$ cat config.mk
export PLATFORM = sky130hd
export DESIGN_NAME = pipe_stage_reg
export DESIGN_NICKNAME = d
export VERILOG_FILES = /design/src/rtl/pipe_pkg.sv /design/src/rtl/pipe_sat_cnt.sv /design/src/rtl/pipe_stage_reg.sv
export SDC_FILE = /design/constraint.sdc
export NUM_CORES = 1
export LEC_CHECK = 0
export BUFFER_PORTS_ARGS = -buffer_cell sky130_fd_sc_hd__buf_2
export CORE_MARGIN = 2
export CORE_UTILIZATION = 30
export DETAILED_ROUTE_END_ITERATION = 10
export PLACE_DENSITY = 0.53
export SYNTH_ARGS = -nofsm -noshare
export SYNTH_HDL_FRONTEND = slang
export SYNTH_SLANG_ARGS = --single-unit
$ cat constraint.sdc
create_clock -name clk -period 8.4 [get_ports clk]
set_input_delay 0.42 -clock clk [delete_from_list [all_inputs] [get_ports clk]]
set_output_delay 0.42 -clock clk [all_outputs]
set_load 0.03 [all_outputs]
$ cat src/rtl/pipe_pkg.sv
// Shared constants, action encoding and WAW collapse helper
// for the parametrised pipeline boundary register.
package pipe_pkg;

   localparam logic Stop          = 1'b1;
   localparam logic NoStop        = 1'b0;
   localparam logic Write_Enable  = 1'b1;
   localparam logic Write_Disable = 1'b0;
   localparam logic [31:0] Zero_Word = 32'h0;

   localparam int MAX_LANES  = 4;
   localparam int MAX_ADDR_W = 32;

   typedef enum logic [1:0] {
      CLEAR,
      BUBBLE,
      HOLD,
      ADVANCE
   } action_e;

   // Returns per-lane enables with older-lane duplicates dropped.
   function automatic logic [MAX_LANES-1:0] collapse_mask(
      input logic [MAX_LANES-1:0]            we,
      input logic [MAX_LANES*MAX_ADDR_W-1:0] wd
   );
      logic [MAX_LANES-1:0] m;
      m = we;
      for (int i = 0; i < MAX_LANES; i++) begin
         for (int j = i + 1; j < MAX_LANES; j++) begin
            if (we[i] && we[j] &&
                wd[i*MAX_ADDR_W +: MAX_ADDR_W] ==
                wd[j*MAX_ADDR_W +: MAX_ADDR_W])
               m[i] = Write_Disable;
         end
      end
      return m;
   endfunction

endpackage

$ cat src/rtl/pipe_sat_cnt.sv
// 32-bit saturating event counter, cleared by rst only.
module pipe_sat_cnt
   import pipe_pkg::*;
(
   input  logic        clk,
   input  logic        rst,
   input  logic        inc,
   output logic [31:0] cnt
);

   always_ff @(posedge clk) begin
      if (rst)
         cnt <= Zero_Word;
      else if (inc && cnt != 32'hFFFF_FFFF)
         cnt <= cnt + 32'd1;
   end

endmodule

$ cat src/rtl/pipe_stage_reg.sv
// Multi-lane pipeline boundary register with flush, bubble, hold
// and WAW collapse; PIPE_REG_PERF_EN adds bubble/hold counters.
module pipe_stage_reg
   import pipe_pkg::*;
#(
   parameter int LANES   = 1,
   parameter int DATA_W  = 32,
   parameter int ADDR_W  = 5,
   parameter int SIDE_W  = 104,
   parameter int STALL_W = 6,
   parameter int STAGE   = 4
) (
   input  logic                     clk,
   input  logic                     rst,
   input  logic [STALL_W-1:0]       stall,
   input  logic                     flush,
   input  logic [LANES-1:0]         in_we,
   input  logic [LANES*ADDR_W-1:0]  in_wd,
   input  logic [LANES*DATA_W-1:0]  in_wdata,
   input  logic [SIDE_W-1:0]        in_side,
   output logic [LANES-1:0]         out_we,
   output logic [LANES*ADDR_W-1:0]  out_wd,
   output logic [LANES*DATA_W-1:0]  out_wdata,
   output logic [SIDE_W-1:0]        out_side
`ifdef PIPE_REG_PERF_EN
  ,output logic [31:0]              bubble_cnt,
   output logic [31:0]              hold_cnt
`endif
);

   action_e act;
   logic    clr;
   logic    stop_me;
   logic    stop_nx;
   logic    unused_stall;

   logic [MAX_LANES-1:0]            we_pad;
   logic [MAX_LANES*MAX_ADDR_W-1:0] wd_pad;
   logic [MAX_LANES-1:0]            keep;
   logic [LANES-1:0]                we_nxt;

   assign clr          = rst | flush;
   assign stop_me      = stall[STAGE] == Stop;
   assign stop_nx      = stall[STAGE+1] == Stop;
   assign unused_stall = ^stall;

   always_comb begin
      act = CLEAR;
      unique case (1'b1)
         clr:                          act = CLEAR;
         !clr && stop_me && !stop_nx:  act = BUBBLE;
         !clr && stop_me && stop_nx:   act = HOLD;
         !clr && !stop_me:             act = ADVANCE;
         default:                      act = CLEAR;
      endcase
   end

   // Lanes are widened to a common shape for the package helper.
   always_comb begin
      we_pad = '0;
      wd_pad = '0;
      for (int i = 0; i < LANES; i++) begin
         we_pad[i] = in_we[i];
         wd_pad[i*MAX_ADDR_W +: MAX_ADDR_W] =
            MAX_ADDR_W'(in_wd[i*ADDR_W +: ADDR_W]);
      end
      keep   = collapse_mask(we_pad, wd_pad);
      we_nxt = LANES'(keep);
   end

   always_ff @(posedge clk) begin
      unique case (act)
         CLEAR, BUBBLE: begin
            out_we    <= '0;
            out_wd    <= '0;
            out_wdata <= '0;
            out_side  <= '0;
         end
         HOLD: begin
            out_we    <= out_we;
            out_wd    <= out_wd;
            out_wdata <= out_wdata;
            out_side  <= out_side;
         end
         ADVANCE: begin
            out_we    <= we_nxt;
            out_wd    <= in_wd;
            out_wdata <= in_wdata;
            out_side  <= in_side;
         end
         default: begin
            out_we    <= '0;
            out_wd    <= '0;
            out_wdata <= '0;
            out_side  <= '0;
         end
      endcase
   end

`ifdef PIPE_REG_PERF_EN
   pipe_sat_cnt u_bubble_cnt (
      .clk (clk),
      .rst (rst),
      .inc (act == BUBBLE),
      .cnt (bubble_cnt)
   );

   pipe_sat_cnt u_hold_cnt (
      .clk (clk),
      .rst (rst),
      .inc (act == HOLD),
      .cnt (hold_cnt)
   );
`endif

endmodule

==> key figures, run 1 <==
Run status
  • Status: finished, final reports clean

STA
  • Final period utilization: 34.5%
  • Worst rel slew slack: 24.5%
  • Fin Setup TNS: 0 ns
  • Final hold viol count: 0
  • WHS: 0.372 ns
  • Max Fclk: approximately 340 MHz
  • Final setup vio count: 0
  • Max-slew violations: 0
  • Worst Tran Pin Value: 1.13 ns
  • Final min period: 2.90 ns
  • RSZ-0062 raised after global routing: false

CTS
  • Post-CTS sizing: 0
  • Clock sinks: 142
  • Post-CTS setup buffer count: 0
  • Worst-path clk slew: 0.06 ns
  • Root buf cell: clkbuf_16
  • CTS buffer count: 17
  • CTS tree: built
  • CTS Hold Bufs: 0
  • CTS HTree Levels: 4
  • Clk buf depth: 2

Critical path
  • Kind of critical path: in -> reg
  • Worst-path cell chain: buf_6, nand4bb_4, buf_4
  • Worst EP required: ~8.4 ns
  • Data arrival, critical path: 2.93 ns
  • Slowest CP cell: buf_4
  • Worst setup SP type: primary input
  • Max incr delay on CP: 0.93 ns
  • CP Capture Type: register
  • Crit path max fanout: 85

Final layout
  • NumNets Final: 747
  • Post-Layout Cell Count: 884
  • Post-route cell area: 8490 sq um
  • Share of layout cells above drive strength 1: 66.2%
  • ANT cells: 0
  • Area Overhead vs Synth: 31.0%

Floorplan
  • Die width: approximately 150 um
  • Initial core utilization: between 30% and 40%
  • I/O Pins: slightly below 300
  • Std-Cell Rows: 53
  • Core area: 21100 sq um
  • DIE AREA: around 23000 sq um
  • Die Height: 151 um

Synthesis
  • Cell taking the most area after synthesis: edfxtp_1
  • Top-count cell post-synth: edfxtp_1
  • Syn_area_per_cell: 19.5 sq um
  • Most frequent cells after synthesis: edfxtp_1 (142), nor4b_2 (73), nor4b_1 (62), buf_6 (29), clkbuf_1 (18)
  • Share of the synthesized area in the top cell type: roughly two thirds
  • Async SR Flop Fraction: 0%
  • Yosys warnings: 0
  • Synth area leaders: edfxtp_1 (66%), nor4b_2 (17%), nor4b_1 (8.4%)
  • Cell variety after synth: 8
  • Synthesized area: between 6000 and 7000 sq um
  • Number of flops mapped to enable cells by yosys: 142
  • #FFs+latches synth: 142
  • Main synth FF type: edfxtp_1
  • Gate count of the mapped netlist: ~330
  • Syn nets: 484
  • Register area share after synthesis: 65.8%

Routing
  • Detail Route Antenna Nets: 0
  • Max Used Layer: met4
  • DRC errors left: 0
  • Routed len/inst: 18.0 um
  • Initial DRC count: 187
  • Routed wire length: 15900 um
  • Met1 WL: about 6100 um
  • Vias per cell: ~4.7
  • Met3 WL: roughly 2100 um
  • Via count: 4144
  • First-pass DRT Iterations: 4
  • Wire length on met2: 7510 um

Global route
  • Antenna violations before repair: 0
  • GRT Overall Usage: 13.7%
  • Vias in the first global route: 4292
  • GRT Residual Overflow: 0
  • Largest net degree at the start of global routing: 86
  • First-pass GRT wire length: 23500 um

Pwr
  • Pwr dens: roughly 210 nW/um^2
  • Tot Pwr: around 1800 uW
  • P_leak: 0.00358 uW
  • Max IR drop VDD: 0.126 mV

Placement
  • Routability cong.: 0.742
  • Number of port buffers: 288
  • Placed Cells: between 800 and 900
  • DP Area: 7930 sq um
  • DP HPWL: 10400 um

Run
  • Total of max-cap violations: 0

Min path
  • Min-delay worst type: in -> reg
## cell type report
type                       count  area, sq um
clock buffer                  18          429
clock inverter                14          130
fill                        2032        12600
multi-input combinational    143         1830
sequential                   142         4260
tap                          275          344
timing repair buffer         292         1490
## final timing paths
check	start	end	slack [ns]	cells after the start
max	rst	out_wdata[19]	5.50	3
min	in_side[84]	out_side[84]	0.37	2
## logic make-up (layout without fill, tap and decap cells)
family	count (synthesis)	in the layout	share of synthesized area [%]
buf+inv	48	324	6.20
flops	142	142	65.8
simple gates	143	143	28.0
## state kept, by name (all words and copies together), names as in the netlist
| signal | flops |
|---|---|
| out_side | 104 |
| out_wdata | 32 |
| out_we | 1 |
| out_wd | 5 |
## through the flow
stage               utilization [%]  worst slack, ns
finish                         40.3             5.50
global route                   40.3             5.32
CTS                            40.3             5.50
detailed placement             37.6             5.05
global placement               37.6             5.14
floorplan                         -             1.99
## where the power goes
group	total, uW	switching, uW	internal [uW]
clock	721	309	412
sequential	822	8.76	813
combinational	223	150	73.1
total	1770	468	1300
## placed cells by master, fill, tap and decap left out
cell type / n
buf_2: 285
edfxtp_1: 142
nor4b_2: 73
nor4b_1: 62
clkbuf_16: 17
nor4b_4: 7
inv_6: 6
buf_4: 4
clkinv_4: 3
buf_6: 3
clkinv_2: 2
nand4bb_4: 1
clkbuf_1: 1
bufinv_16: 1
clkinvlp_4: 1
clkinv_1: 1
## worst max-delay path, delay by kind of cell
kind / cells / cell delay, ns
AND/OR/NAND/NOR: 1 / 0.87
buffers and inverters: 2 / 1.47
## metal layers
metal	vias up	global-route usage [%]
li1	1921	-
met1	1995	15.9
met2	219	21.2
met3	9	7.80
met4	0	4.63
met5	-	0
Power figures use the tool's default switching activity.
==> run 2, diff against run 1 <==
PLACE_DENSITY = 0.55   (was 0.53)
clock period = 2.4 ns   (was 8.4 ns; I/O delays follow)
==> run 2 against run 1 <==
First-iteration DRC count up 42%. Cell area up 1.1%. Critical path depth unchanged. Via count up 2.0%.
==> key figures, run 2 (synthesis results as in run 1) <==
CTS
  • Post-CTS setup buffer count: 0 (unchanged)
  • Post-CTS sizing: 0 (unchanged)
  • CTS HTree Levels: 4 (unchanged)
  • Worst-path clk slew: 0.06 ns (about the same)
  • CTS buffer count: 17 (unchanged)
  • Clock sinks: 142 (unchanged)
  • CTS tree: built
  • Root buf cell: clkbuf_16
  • Clk buf depth: 2 (unchanged)
  • CTS Hold Bufs: 0 (unchanged)

Critical path
  • Worst-path cell chain: buf_6, nand4bb_4, buf_12
  • Slowest CP cell: nand4bb_4
  • Crit path from: flush
  • Critical Path Sink: out_side[62]
  • Worst setup SP type: primary input
  • Worst EP required: 2.54 ns (-5.89 ns)
  • Max incr delay on CP: 0.67 ns (-0.26 ns)
  • Data arrival, critical path: 1.37 ns (-1.56 ns)
  • CP Capture Type: register
  • Kind of critical path: in -> reg
  • Crit path max fanout: 37 (-56%)

Min path
  • Min-delay worst type: in -> reg
  • Worst Hold Depth: 2 (unchanged)

Routing
  • Initial DRC count: 265 (+42%)
  • First-pass DRT Iterations: 4 (unchanged)
  • Detail Route Antenna Nets: 0 (unchanged)
  • Routed len/inst: 18.3 um (+1.5%)
  • Vias per cell: 4.77 (+1.8%)
  • Routed wire length: 16200 um (+1.7%)
  • Via count: 4228 (+2.0%)
  • DRC errors left: 0 (unchanged)

Final layout
  • Number of flip-flops in the largest register: 104 (unchanged)
  • Commonest non-fill, non-tap cell in the layout: buf_2
  • Regs by FF count: out_side (104), out_wdata (32), out_wd (5)
  • Commonest non-fill, non-tap cells in the layout: buf_2 (285), edfxtp_1 (142), nor4b_2 (73)
  • Area Overhead vs Synth: 32.4%
  • Largest Register: out_side
  • ANT cells: 0 (unchanged)
  • Fillers: 1993 (-1.9%)
  • Post-Layout Cell Count: 886 (+0.23%)
  • Share of layout cells above drive strength 1: 66.3% (+0.11 points)
  • NumNets Final: 749 (+0.27%)
  • Post-route cell area: 8580 sq um (+1.1%)

STA
  • Max-slew violations: 0 (unchanged)
  • WHS: 0.0616 ns (-0.311 ns)
  • Worst rel slew slack: 32.6% (+8.1 points)
  • Max Fclk: 815 MHz
  • Final hold viol count: 0 (unchanged)
  • RSZ-0062 raised after global routing: false
  • Final min period: 1.23 ns
  • Final period utilization: 51.2%
  • Final setup vio count: 0 (unchanged)
  • Worst Tran Pin Value: 1.01 ns (-0.122 ns)

Placement
  • Routability cong.: 0.751 (+1.3%)
  • Placed Cells: 854 (+0.23%)
  • DP HPWL: 10200 um (-1.7%)
  • Number of port buffers: 288 (unchanged)
  • DP Area: 8020 sq um (+1.1%)

Pwr
  • P_leak: 0.00360 uW (+0.82%)
  • Comb pwr share: 12.8% (+0.2 points)
  • Switching share of power: 26.8% (+0.36 points)
  • Pwr dens: 725 nW/um^2 (+250%)
  • Internal power: 4550 uW (+250%)
  • Max IR drop VDD: 0.421 mV (+230%)
  • Switching power: 1670 uW (+260%)
  • Power share of the clock group: 41.0% (+0.2 points)
  • Flop pwr share: 46.2% (-0.3 points)

Floorplan
  • Die Height: 151 um (unchanged)
  • Initial core utilization: 30.7% (unchanged)
  • Die width: 151 um (unchanged)
  • Core area: 21100 sq um (unchanged)
  • Std-Cell Rows: 53 (unchanged)
  • DIE AREA: 22800 sq um (unchanged)
  • I/O Pins: 293 (unchanged)

Global route
  • GRT busiest layer: met2
  • GRT Overall Usage: 14.0% (+0.34 points)
  • Largest net degree at the start of global routing: 143 (+66%)
  • Antenna violations before repair: 0 (unchanged)
  • Vias in the first global route: 4521 (+5.3%)
  • GRT Residual Overflow: 0 (unchanged)
  • First-pass GRT wire length: 24100 um (+2.5%)
  • Grt met2 use: 22.9% (+1.7 points)
  • M3 GR Usage: 6.66% (-1.1 points)
  • GRT met1 Usage: 16.2% (+0.30 points)

Run
  • Total of max-cap violations: 0 (unchanged)

Run status
  • Status: finished, final reports clean
==> run 2: cell count changes in the layout (fill, tap and decap cells not counted), sizes merged <==
cell,change
clkinv,-2
buf,+2
inv,-1
clkinvlp,+3
==> run 2: stage by stage <==
step / power [uW] / utilization [%] / setup TNS [ns] / setup slack [ns]
global placement: 3720 / 38.0 / 0 / 0.766
CTS: 6310 / 40.7 / 0 / 1.17
finish: 6220 / 40.7 / 0 / 1.17
floorplan: 3490 / - / -23.20 / -0.163
global route: 6480 / 40.7 / 0 / 1.11
detailed placement: 3730 / 38.0 / 0 / 0.719
==> run 2: final cells by class <==
type                       instances  area (sq um)  area share (%)
clock buffer                      18           429            5.00
clock inverter                    14           134            1.56
multi-input combinational        143          1830            21.4
sequential                       142          4260            49.7
tap                              275           344            4.01
timing repair buffer             294          1580            18.4
==> run 2: worst min path at each step <==
| stage | start | end | slack, ns |
|---|---|---|---|
| 6_report | in_side[85] | out_side[85] | 0.06 |
| 5_1_grt | in_side[33] | out_side[33] | 0.05 |
| 4_1_cts | in_side[18] | out_side[18] | 0.05 |
| 3_5_place_dp | in_side[18] | out_side[18] | 0.49 |
| 3_3_place_gp | in_side[33] | out_side[33] | 0.49 |
| 2_1_floorplan | in_side[21] | out_side[21] | 0.40 |
==> run 2: critical path: cells and delay by family <==
family | cells | cell delay, ns
buf+inv | 2 | 0.54
simple gates | 1 | 0.67
==> run 2: layer usage <==
| metal | vias to the layer above | routed length [um] |
|---|---|---|
| met5 | - | 0 |
| met4 | 0 | 222 |
| met3 | 16 | 1710 |
| met2 | 192 | 7990 |
| met1 | 2091 | 6280 |
| li1 | 1929 | - |
==> run 2: power groups by stage <==
stage,registers (uW),logic (uW),clock network (uW)
global placement,2930,791,0
floorplan,3190,295,0
global route,2890,843,2740
detailed placement,2930,802,0
CTS,2880,803,2630
finish,2880,795,2550
